==> config.mk <==
export PLATFORM = sky130hd
export DESIGN_NAME = hamming74_decode_pipe
export DESIGN_NICKNAME = d
export VERILOG_FILES = /design/src/rtl/hamming_pkg.sv /design/src/rtl/ham74_correct.sv /design/src/rtl/hamming74_decode_pipe.sv
export SDC_FILE = /design/constraint.sdc
export NUM_CORES = 1
export LEC_CHECK = 0
export CAP_MARGIN = 20
export CORE_MARGIN = 2
export CORE_UTILIZATION = 45
export CTS_BUF_LIST = sky130_fd_sc_hd__clkbuf_16
export DETAILED_ROUTE_END_ITERATION = 10
export PLACE_DENSITY = 0.72
export SLEW_MARGIN = 10
export SYNTH_ARGS = -nofsm -noshare
export SYNTH_HDL_FRONTEND = slang
export SYNTH_SLANG_ARGS = --single-unit
==> constraint.sdc <==
create_clock -name clk -period 3.26 [get_ports clk]
set_input_delay 0.326 -clock clk [delete_from_list [all_inputs] [get_ports clk]]
set_output_delay 0.326 -clock clk [all_outputs]
set_load 0.01 [all_outputs]
==> src/rtl/hamming_pkg.sv <==
// rtl/hamming_pkg.sv - Hamming(7,4) shared constants and syndrome helper
package hamming_pkg;

  localparam int CODE_W = 7;
  localparam int DATA_W = 4;
  localparam int SYN_W  = 3;

  // Parity bit k sits at position 2**k; data bits fill the remaining slots.
  localparam int PAR_POS  [SYN_W]  = '{1, 2, 4};
  localparam int DATA_POS [DATA_W] = '{3, 5, 6, 7};

  // Syndrome bit k is the XOR of every position whose index has bit k set,
  // so a single flipped bit yields its own position number.
  function automatic logic [SYN_W-1:0] ham74_syndrome(input logic [1:CODE_W] code);
    logic [SYN_W-1:0] syn;
    syn = '0;
    for (int k = 0; k < SYN_W; k++) begin
      for (int j = 1; j <= CODE_W; j++) begin
        if ((j & PAR_POS[k]) != 0) begin
          syn[k] = syn[k] ^ code[j];
        end
      end
    end
    return syn;
  endfunction

endpackage

==> src/rtl/ham74_correct.sv <==
// rtl/ham74_correct.sv - combinational single-bit correction and data extraction
module ham74_correct
  import hamming_pkg::*;
(
  input  logic [1:CODE_W]    code,
  input  logic [SYN_W-1:0]   syndrome,
  output logic [1:DATA_W]    data,
  output logic               err
);

  logic [1:CODE_W] fixed;

  // Flip the bit the syndrome points at, then pick the data positions out.
  always_comb begin
    fixed = code;
    data  = '0;
    for (int i = 1; i <= CODE_W; i++) begin
      if (syndrome == SYN_W'(i)) begin
        fixed[i] = ~code[i];
      end
    end
    for (int k = 0; k < DATA_W; k++) begin
      data[k+1] = fixed[DATA_POS[k]];
    end
    err = (syndrome != '0);
  end

endmodule

==> src/rtl/hamming74_decode_pipe.sv <==
// rtl/hamming74_decode_pipe.sv - two-stage Hamming(7,4) decoder with stats counters
module hamming74_decode_pipe
  import hamming_pkg::*;
#(
  parameter int CNT_W = 16
) (
  input  logic               clk,
  input  logic               rst_n,
  input  logic               in_valid,
  output logic               in_ready,
  input  logic [1:CODE_W]    in_code,
  output logic               out_valid,
  input  logic               out_ready,
  output logic [1:DATA_W]    out_data,
  output logic [SYN_W-1:0]   out_syndrome,
  output logic               out_err,
  input  logic               stat_clr,
  output logic [CNT_W-1:0]   words_cnt,
  output logic [CNT_W-1:0]   corr_cnt
);

  logic                s1_valid;
  logic [1:CODE_W]     s1_code;
  logic [SYN_W-1:0]    s1_syn;
  logic                s2_load;
  logic [1:DATA_W]     fix_data;
  logic                fix_err;
  logic                out_fire;

  // A register may load when empty or when its occupant leaves this cycle.
  assign s2_load  = !out_valid || out_ready;
  assign in_ready = !s1_valid || s2_load;
  assign out_fire = out_valid && out_ready;

  ham74_correct u_correct (
    .code     (s1_code),
    .syndrome (s1_syn),
    .data     (fix_data),
    .err      (fix_err)
  );

  // Stage 1: capture the codeword together with its syndrome.
  always_ff @(posedge clk) begin
    if (!rst_n) begin
      s1_valid <= 1'b0;
      s1_code  <= '0;
      s1_syn   <= '0;
    end else if (in_ready) begin
      s1_valid <= in_valid;
      if (in_valid) begin
        s1_code <= in_code;
        s1_syn  <= ham74_syndrome(in_code);
      end
    end
  end

  // Stage 2: register corrected data; fields hold while stalled.
  always_ff @(posedge clk) begin
    if (!rst_n) begin
      out_valid    <= 1'b0;
      out_data     <= '0;
      out_syndrome <= '0;
      out_err      <= 1'b0;
    end else if (s2_load) begin
      out_valid <= s1_valid;
      if (s1_valid) begin
        out_data     <= fix_data;
        out_syndrome <= s1_syn;
        out_err      <= fix_err;
      end
    end
  end

  // Saturating statistics; clear wins over a same-cycle increment.
  always_ff @(posedge clk) begin
    if (!rst_n || stat_clr) begin
      words_cnt <= '0;
      corr_cnt  <= '0;
    end else if (out_fire) begin
      if (words_cnt != {CNT_W{1'b1}}) begin
        words_cnt <= words_cnt + CNT_W'(1);
      end
      if (out_err && (corr_cnt != {CNT_W{1'b1}})) begin
        corr_cnt <= corr_cnt + CNT_W'(1);
      end
    end
  end

endmodule

==> results.tsv, run 1 <==
stage	metric	value	unit
layout	drive_above_1_share	7.85	%
clocking	cts_max_path_buffers	2	
clocking	htreeDepth	2	
routing	drc	0	
worst_setup_path	path_class	primary input to primary output	
synth	synthesis.area	0.00251	sq mm
placement	place.gp.congestion	0.875	
placement	dp.cells	395	
die	die_x	78.7	um
sta	slew_violations	0	
worst_setup_path	critical-path-slowest-cell	clkdlybuf4s50_1	
worst_setup_path	required	2.93	ns
synth	ys.flop_type	dfxtp_1	
layout	fin_nets	344	
routing	firstDrtPassIters	4	
routing	final_antenna_net_count	0	
clocking	cts_resized	0	
sta	finalCriticalPeriod	2.19	ns
grt	grt_max_degree	24	
worst_setup_path	cpPeakStageDelay	0.58	ns
worst_setup_path	reg2reg_depth	4	
routing	met3_length	315	um
synth	synth_cells	282	
clocking	cts_made_buffers	5	
worst_setup_path	path_cells	clkdlybuf4s50_1 > nor2b_1 > nand2_1 > clkdlybuf4s50_1	
grt	grt_pass1_wl	9.74	mm
clocking	clk-insertion-delay-late	0.29	ns
routing	drt_iter0_drc	149	
synth	synth_seq_cells	49	
layout	final_common_cell	clkdlybuf4s50_1	
status	status	finished clean	
routing	vias	2301	
worst_setup_path	crit_top_cell	clkdlybuf4s50_1	
synth	synth-edff-count	0	
synth	synth_cell_type_count	50	
sta	finalCritPeriodShare	67.1	%
grt	grt_overflow_total	0	
clocking	holdBufCountCts	0	
layout	layout.cells.non_filler	403	
routing	highest_layer	met4	
clocking	cts_setup_buffers	0	
layout	most-common-layout-cells	clkdlybuf4s50_1, dfxtp_1, nand2_1	
placement	placed_area	0.00308	sq mm
die	core-area	0.00544	sq mm
sta	tightest_slew	0.669	ns
die	core.rowCount	27	
synth	synth.avg_cell_area	8.90	sq um
worst_setup_path	cp_num_buf_inv	2	
synth	yosysWarnings	0	
pwr	cellLeakagePower	1.19	nW
sta	rsz0062_at_grt	false	
placement	pre_cts_slack	0.942	ns
routing	routed_wl	5.61	mm
routing	met2WireLength	2.69	mm
die	die_y	78.7	um
worst_setup_path	path_max_fanout	9	
placement	port_buffers	53	
hold_path	whs_path_depth	1	
pwr	vdd_drop_max	0.000236	V
routing	wl_per_cell	13.9	um
die	start_util	46.1	%
sta	max_freq	0.457	GHz
layout	area_delta_synth_final	28.5	%
synth	synth-async-reset-ratio	0	%
sta	slew_headroom	55.0	%
die	fp.dieArea	0.00619	sq mm
clocking	cts_tree	built	
worst_setup_path	start_kind	primary input	
synth	synthesis.nets	296	
synth	ys_seq_area_share	39.1	%
routing	wl_met1	2.57	mm
run	drv_cap	0	
sta	tns	0	ns
layout	final_cell_area	0.00322	sq mm
clocking	ctsRootBufferMaster	clkbuf_16	
grt	grt_pass1_vias	2086	
worst_setup_path	crit_cells	4	
worst_setup_path	cp_top_family	buffers and inverters	
sta	finClkSkew	0.00329	ns
worst_setup_path	critical_path_arrival	1.86	ns
clocking	clkTransAtPathRegs	0.06	ns
die	ios	54	
grt	antenna_found_initial	0	
pwr	powerDensity	384	mW/mm^2
sta	worst_slack	1.07	ns
layout	num_antenna_cells	0	
sta	final_hold_viol_count	0	
sta	setup_viol	0	
placement	hpwl	3.97	mm
hold_path	hold_class	flop to flop	
grt	gr-usage-all-layers	19.2	%
routing	routed_via_density	5.71	
worst_setup_path	critPathCaptureType	primary output	
clocking	cts_sinks	49	
## worst reg2reg max path: stages (launching register included)
cell	delay, ns
dfxtp_1	0.51
nand3_1	0.40
or3_1	0.44
or3_1	0.31
a21oi_1	0.14
## cells by family (layout without fill, tap and decap cells)
logic type / after synthesis / after routing / synth area share, %
mux: 8 / 8 / 3.19
fa+ha+maj: 2 / 2 / 0.997
xor+xnor: 11 / 11 / 3.84
compound gates: 68 / 68 / 19.3
flops: 49 / 49 / 39.1
buf+inv: 17 / 66 / 3.29
simple gates: 127 / 127 / 30.3
## Yosys cell counts (2+ instances only)
library cell	number	area share [%]
a21oi_1	17	3.4
a31o_2	3	1.0
a31oi_1	6	1.5
a41o_1	3	1.2
and3_1	6	1.5
and4_1	7	2.4
and4_4	2	0.90
buf_2	7	1.4
clkbuf_1	5	0.75
clkbuf_2	2	0.40
dfxtp_1	49	39
ha_1	2	1.0
inv_1	2	0.30
mux2i_1	8	3.2
nand2_1	28	4.2
nand2b_1	2	0.50
nand3_1	14	2.8
nand3b_1	3	0.90
nand4_1	12	3.0
nand4_2	2	1.0
nor2_1	7	1.0
nor2b_1	11	2.7
nor3_1	9	1.8
nor4_1	4	1.0
o211a_1	8	3.2
o211ai_1	3	0.90
o21a_1	2	0.60
o21ai_0	12	2.4
o31ai_1	4	1.2
or3_1	11	2.7
or4_1	3	0.90
xnor2_1	3	1.0
xor2_1	8	2.8
## through the flow
stage / hold slack, ns / power (W) / utilization [%]
2_1_floorplan: 0.492 / 0.000699 / -
3_3_place_gp: 0.486 / 0.000741 / 56.6
3_5_place_dp: 0.487 / 0.000743 / 56.6
4_1_cts: 0.509 / 0.00125 / 59.3
5_1_grt: 0.529 / 0.00129 / 59.3
6_report: 0.505 / 0.00124 / 59.3
## area by class of cell
class                      instances  area [sq um]
fill                             499          2220
multi-input combinational        216          1450
sequential                        49           981
timing repair buffer              56           553
clock buffer                       5           125
tap                               72          90.1
clock inverter                     3          21.3
inverter                           2          7.51
## state kept, by name, indices dropped and copies added (netlist names)
register      flops
out_err           1
out_syndrome      3
s1_valid          1
words_cnt        16
corr_cnt         16
out_data          4
out_valid         1
s1_code           4
s1_syn            3
## report_power, final
group / internal (W) / switching, W / total (W)
Combinational: 0.0000530 / 0.0000462 / 0.0000992
Sequential: 0.000613 / 0.0000162 / 0.000629
Clock: 0.000285 / 0.000223 / 0.000509
## layer usage
metal  vias to the layer above  global-route usage, %
met5                         -                      0
met4                         0                   5.26
met3                         4                   4.71
met2                        62                   31.3
met1                      1060                   25.4
li1                       1175                      -
## final timing paths
kind                                          startpoint                  endpoint  slack [ns]
worst min register to register  out_data[2]$_SDFFE_PN0P_  out_data[2]$_SDFFE_PN0P_        0.50
worst max register to register    out_valid$_SDFFE_PN0P_  corr_cnt[5]$_SDFFE_PP0P_        1.40
worst max-delay path                           out_ready                  in_ready        1.07
worst min-delay path            out_data[2]$_SDFFE_PN0P_  out_data[2]$_SDFFE_PN0P_        0.50
No activity file was read; power rests on OpenSTA's default activity.
==> inputs of run 2 (changes only) <==
Settings changed: PLACE_DENSITY 0.72 to 0.75.
Clock period 3.26 ns to 2 ns, I/O delays scaled along.
==> results.tsv, run 2 (synthesized netlist as in run 1, its figures left out) <==
stage	metric	value	unit
status	status	finished clean	
die	die_y	78.7	um
grt	antenna_found_initial	0	
layout	n_fill_cell	482	
worst_setup_path	r2r-end	corr_cnt[3]$_SDFFE_PP0P_	
worst_setup_path	required	1.80	ns
sta	slew_violations	0	
sta	setup_viol	0	
layout	largestRegisters	corr_cnt (16), words_cnt (16)	
sta	tightest_slew	0.453	ns
sta	tns	0	ns
routing	vias	2395	
worst_setup_path	path_max_fanout	10	
worst_setup_path	r2r_slack	0.24	ns
die	core.rowCount	27	
grt	grt_max_degree	20	
worst_setup_path	critPathCaptureType	primary output	
routing	final_antenna_net_count	0	
worst_setup_path	reg2reg_depth	5	
sta	worst_slack	0.225	ns
routing	drt_iter0_drc	167	
worst_setup_path	r2r_start	corr_cnt[0]$_SDFFE_PP0P_	
routing	routed_wl	5.87	mm
pwr	powerDensity	646	mW/mm^2
layout	drive_above_1_share	9.44	%
clocking	cts_tree	built	
grt	gr-usage-all-layers	19.4	%
worst_setup_path	crit_end	in_ready	
routing	drc	0	
die	die_x	78.7	um
routing	highest_layer	met4	
placement	port_buffers	53	
clocking	clkTransAtPathRegs	0.06	ns
placement	dp.cells	403	
routing	wl_met1	2.75	mm
hold_path	hold_class	flop to flop	
placement	pre_cts_slack	0.0877	ns
layout	layout.cells.non_filler	411	
grt	grt_pass1_vias	2082	
clocking	cts_max_path_buffers	2	
layout	final_common_cell	clkdlybuf4s50_1	
sta	max_freq	0.563	GHz
grt	grt_pass1_wl	9.78	mm
sta	finClkSkew	0.00320	ns
routing	wl_per_cell	14.3	um
run	drv_cap	0	
clocking	htreeDepth	2	
die	ios	54	
layout	fin_nets	352	
pwr	cellLeakagePower	1.24	nW
routing	routed_via_density	5.83	
layout	most-common-layout-cells	clkdlybuf4s50_1, dfxtp_1, nand2_1	
die	start_util	46.1	%
sta	slew_headroom	69.7	%
die	core-area	0.00544	sq mm
placement	place.gp.congestion	0.873	
worst_setup_path	path_class	flop to primary output	
routing	met2WireLength	2.76	mm
sta	finalCritPeriodShare	88.8	%
clocking	cts_made_buffers	5	
layout	area_delta_synth_final	31.5	%
layout	num_antenna_cells	0	
worst_setup_path	startpoint	out_valid$_SDFFE_PN0P_	
worst_setup_path	start_kind	flop	
clocking	cts_resized	0	
worst_setup_path	critical_path_arrival	1.58	ns
clocking	cts_sinks	49	
die	fp.dieArea	0.00619	sq mm
clocking	cts_setup_buffers	0	
placement	hpwl	4.10	mm
routing	firstDrtPassIters	4	
layout	post-route-util	60.7	%
clocking	ctsRootBufferMaster	clkbuf_16	
sta	rsz0062_at_grt	false	
pwr	vdd_drop_max	0.000377	V
sta	finalCriticalPeriod	1.78	ns
clocking	holdBufCountCts	0	
grt	grt_overflow_total	0	
sta	final_hold_viol_count	0	
clocking	clk-insertion-delay-late	0.28	ns
routing	met3_length	289	um
run 2: power breakdown:
| group | leakage [nW] | switching, W | internal, W |
|---|---|---|---|
| clock network | 0.0826 | 0.000355 | 0.000581 |
| registers | 0.398 | 0.0000265 | 0.000999 |
| logic | 0.763 | 0.0000769 | 0.0000926 |
run 2: routing by layer:
metal	global-route usage (%)	vias up
li1	-	1190
met1	25.9	1133
met2	31.0	66
met3	4.37	6
met4	6.32	0
met5	0	-
run 2: how the worst min path moves through the flow:
stage | from | to | slack (ns) | depth (start not counted)
6_report | words_cnt[6]$_SDFFE_PP0P_ | words_cnt[6]$_SDFFE_PP0P_ | 0.51 | 2
4_1_cts | words_cnt[6]$_SDFFE_PP0P_ | words_cnt[6]$_SDFFE_PP0P_ | 0.50 | 2
5_1_grt | words_cnt[6]$_SDFFE_PP0P_ | words_cnt[6]$_SDFFE_PP0P_ | 0.52 | 2
3_5_place_dp | out_data[1]$_SDFFE_PN0P_ | out_data[1]$_SDFFE_PN0P_ | 0.48 | 1
3_3_place_gp | out_data[3]$_SDFFE_PN0P_ | out_data[3]$_SDFFE_PN0P_ | 0.49 | 1
2_1_floorplan | in_code[3] | s1_code[3]$_SDFFE_PN0P_ | 0.37 | 2
run 2: layout make-up:
type	instances	area, sq um	share of cell area [%]
Multi-Input combinational cell	216	1450	43.8
Sequential cell	49	981	29.7
Timing Repair Buffer	64	613	18.6
Clock buffer	5	125	3.79
Tap cell	72	90.1	2.73
Clock inverter	3	37.5	1.14
Inverter	2	7.51	0.228
run 2: worst max-delay path, cell delays in order (launching register included):
cell and delay, ns:
dfxtp_1 0.49, nor2b_1 0.23, nand2_1 0.09, clkdlybuf4s50_1 0.48
run 2: metrics by stage:
step                      power [W]  instance area, sq um  hold WS (ns)
after floorplan             0.00114                  2510         0.369
after global placement      0.00121                  3140         0.487
after detailed placement    0.00122                  3140         0.485
after CTS                   0.00215                  3300         0.502
after global routing        0.00221                  3300         0.516
final                       0.00213                  3300         0.505
==> inputs of run 3 (changes only) <==
Settings changed: TNS_END_PERCENT set to 50.
==> results of run 3 <==
Same layout as run 2: the final DEF is identical, and so are final timing and power.
==> edit (settings of run 3) <==
Put one more register stage on the output `words_cnt`, without a reset. The value now appears one clock later. The other outputs are not delayed to match.
--- a/src/rtl/hamming74_decode_pipe.sv
+++ b/src/rtl/hamming74_decode_pipe.sv
@@ -19,4 +19,6 @@
   output logic [CNT_W-1:0]   corr_cnt
 );
+
+  logic [CNT_W-1:0] words_cnt_s0;
 
   logic                s1_valid;
@@ -75,9 +77,9 @@
   always_ff @(posedge clk) begin
     if (!rst_n || stat_clr) begin
-      words_cnt <= '0;
+      words_cnt_s0 <= '0;
       corr_cnt  <= '0;
     end else if (out_fire) begin
-      if (words_cnt != {CNT_W{1'b1}}) begin
-        words_cnt <= words_cnt + CNT_W'(1);
+      if (words_cnt_s0 != {CNT_W{1'b1}}) begin
+        words_cnt_s0 <= words_cnt_s0 + CNT_W'(1);
       end
       if (out_err && (corr_cnt != {CNT_W{1'b1}})) begin
@@ -87,4 +89,8 @@
   end
 
+  always_ff @(posedge clk) begin
+    words_cnt <= words_cnt_s0;
+  end
+
 endmodule
 
Behaviour: not the same (Yosys sat finds a counterexample within 4 cycles, from zero or initial values and one cycle with rst_n low).
==> edit against run 3 <==
  * Power rose by 44%
  * Critical endpoint unchanged
  * Via count rose by 4.9%
  * Largest cell class unchanged
  * Routed wire length rose by 5.4%
  * Area after synthesis rose by 14%
  * Register-to-register slack got worse by 0.04 ns
  * Sequential cell count rose by 16
  * Largest power group is now the clock network
  * Setup slack got worse by 0.037 ns
  * Design area rose by 18%
  * Highest routed layer unchanged
==> edit: results (changes against run 3) <==
----------------------------------------------------
[Run status]
  Run status ... completed (unchanged)

[Clocking]
  Clock tree root buffer cell ... clkbuf_16 (unchanged)
  Clock latency of the later-clocked register in the worst-skew pair ... 0.33 ns (was 0.28 ns)
  Number of H-tree levels ... 3 (was 2)
  Deepest clock path buffer count ... 2 (unchanged)
  Clock buffers created by TritonCTS ... 9 (was 5)
  Clock transition at the registers of the reported paths ... 0.05 ns

[Placed design]
  Inst Count DP ... 434 (was 403)
  Final GP Congestion ... 0.796 (was 0.873)
  Placed wire-length estimate ... 4350 microns (was 4100 microns)
  Count of buffers from port buffering ... 53 (unchanged)

[Final layout]
  Leading registers by flop count ... corr_cnt: 16 flops, words_cnt: 16 flops, words_cnt_s0: 16 flops (was corr_cnt: 16 flops, words_cnt: 16 flops)
  # nets final ... 382 (was 352)
  Final cell count without fillers ... 450 (was 411)
  Share of post-route cells with drive strength above 1 ... 14.5% (was 9.44%)
  Number of antenna cells inserted ... 0 (unchanged)

[Setup path]
  Data arrival time at the worst-slack endpoint ... 1.61 ns (was 1.58 ns)
  Worst-path maximum fanout ... 8 (was 10)

[Min path]
  Type of the worst min-delay path ... register to register (unchanged)

[Yosys]
  Sequential-to-total area share from yosys stat ... 45.5% (was 39.1%)
  Count of yosys warnings during synthesis ... 0 (unchanged)
  Leading post-synthesis cells by instance count ... dfxtp_1, nand2_1, a21oi_1 (unchanged)
  Dominant cells by area after synthesis ... dfxtp_1, nand2_1, mux2i_1, o211a_1, a21oi_1 (was dfxtp_1, nand2_1, a21oi_1, mux2i_1, o211a_1)
  Mean cell area of the mapped netlist ... 9.67 sq um (was 8.90 sq um)
  Number of distinct standard cells referenced by the synthesized netlist ... 53 (was 50)
  Ys async rst share ... 0% (unchanged)
  Mapped Nets ... 310 (was 296)

[Routing]
  Number of violations reported at the end of detailed-routing iteration 0 ... 103 (was 167)
  Via-per-instance ratio ... 5.58 (was 5.83)
  Pre-antenna DRT Iters ... 4 (unchanged)
  Wirelength, routed ... 6180 microns (was 5870 microns)

[Global routing]
  Antenna violations before repair ... 0 (unchanged)
  Vias in the first global route ... 2313 (was 2082)
  GR Util met3 ... 4.65% (was 4.37%)
  Overall track demand over capacity in global routing ... 18.4% (was 19.4%)
  Largest net degree at the start of global routing ... 25 (was 20)
  Global Route met2 Usage ... 29.5% (was 31.0%)
  First-pass GRT wire length ... 10600 microns (was 9780 microns)
  Global routing met1 resource utilization ... 23.8% (was 25.9%)

[Power and ir drop]
  Static Leak ... 0.00150 uW (was 0.00124 uW)
  VDD IR-drop max ... 0.000575 V (was 0.000377 V)

[STA]
  Worst-Margin Slew ... 0.484 ns (was 0.453 ns)
  Largest clock skew in the final design ... 0.00585 ns (was 0.00320 ns)

----------------------------------------------------
-- edit: through the flow --
stage | utilization (%) | hold slack (ns) | total power [uW] | setup WS (ns) | area [sq um]
3_3_place_gp | 57.3 | 0.380 | 1540 | 0.100 | 3570
4_1_cts | 62.1 | 0.394 | 3110 | 0.102 | 3880
3_5_place_dp | 57.3 | 0.386 | 1540 | 0.0541 | 3570
6_report | 62.2 | 0.394 | 3080 | 0.188 | 3880
2_1_floorplan | - | 0.359 | 1470 | 0.303 | 2860
5_1_grt | 62.2 | 0.410 | 3200 | 0.000991 | 3880
-- edit: final cells by class --
type,instances,area (sq um)
tap,77,96.3
timing repair buffer,73,681
clock buffer,9,225
fill,545,2360
sequential,65,1300
inverter,6,22.5
multi-input combinational,213,1480
clock inverter,7,77.6
-- edit: routing by layer --
layer | vias up | routed length, microns
li1 | 1256 | -
met1 | 1183 | 2830
met2 | 65 | 2970
met3 | 8 | 304
met4 | 0 | 78
met5 | - | 0
-- edit: cells by family (layout without fill, tap and decap cells) --
family	after synthesis	in the layout	share of synthesized area [%]
multiplexers	11	11	3.85
AO/OA/AOI/OAI	72	72	18.4
XOR/XNOR	10	10	3.06
adder cells (fa/ha/maj)	2	2	0.874
AND/OR/NAND/NOR	118	118	25.3
flip-flops	65	65	45.5
buffers and inverters	18	95	3.06
-- edit: where the power goes --
| part | total (uW) | internal [uW] | switching (uW) |
|---|---|---|---|
| Combinational | 172 | 93.6 | 78.2 |
| Clock | 1560 | 976 | 585 |
| Sequential | 1340 | 1320 | 25.1 |
| Total | 3080 | 2390 | 688 |
-- edit: critical path: stages, from the launching register on --
cell and delay, ns:
dfxtp_1 0.44, nor2b_2 0.27, nand2_1 0.10, clkdlybuf4s50_1 0.48
-- edit: repair_timing --
action	4_1_cts	5_1_grt
buffers inserted	0	0
gates resized for setup	0	1
endpoints found under the setup margin	0	1
-- edit: worst paths after layout --
kind         slack (ns)              from  cells past startpoint       endpoint
max                0.19         out_valid                      3       in_ready
min                0.39  words_cnt_s0[13]                      0  words_cnt[13]
max reg2reg        0.20       corr_cnt[1]                      6    corr_cnt[1]
min reg2reg        0.39  words_cnt_s0[13]                      0  words_cnt[13]
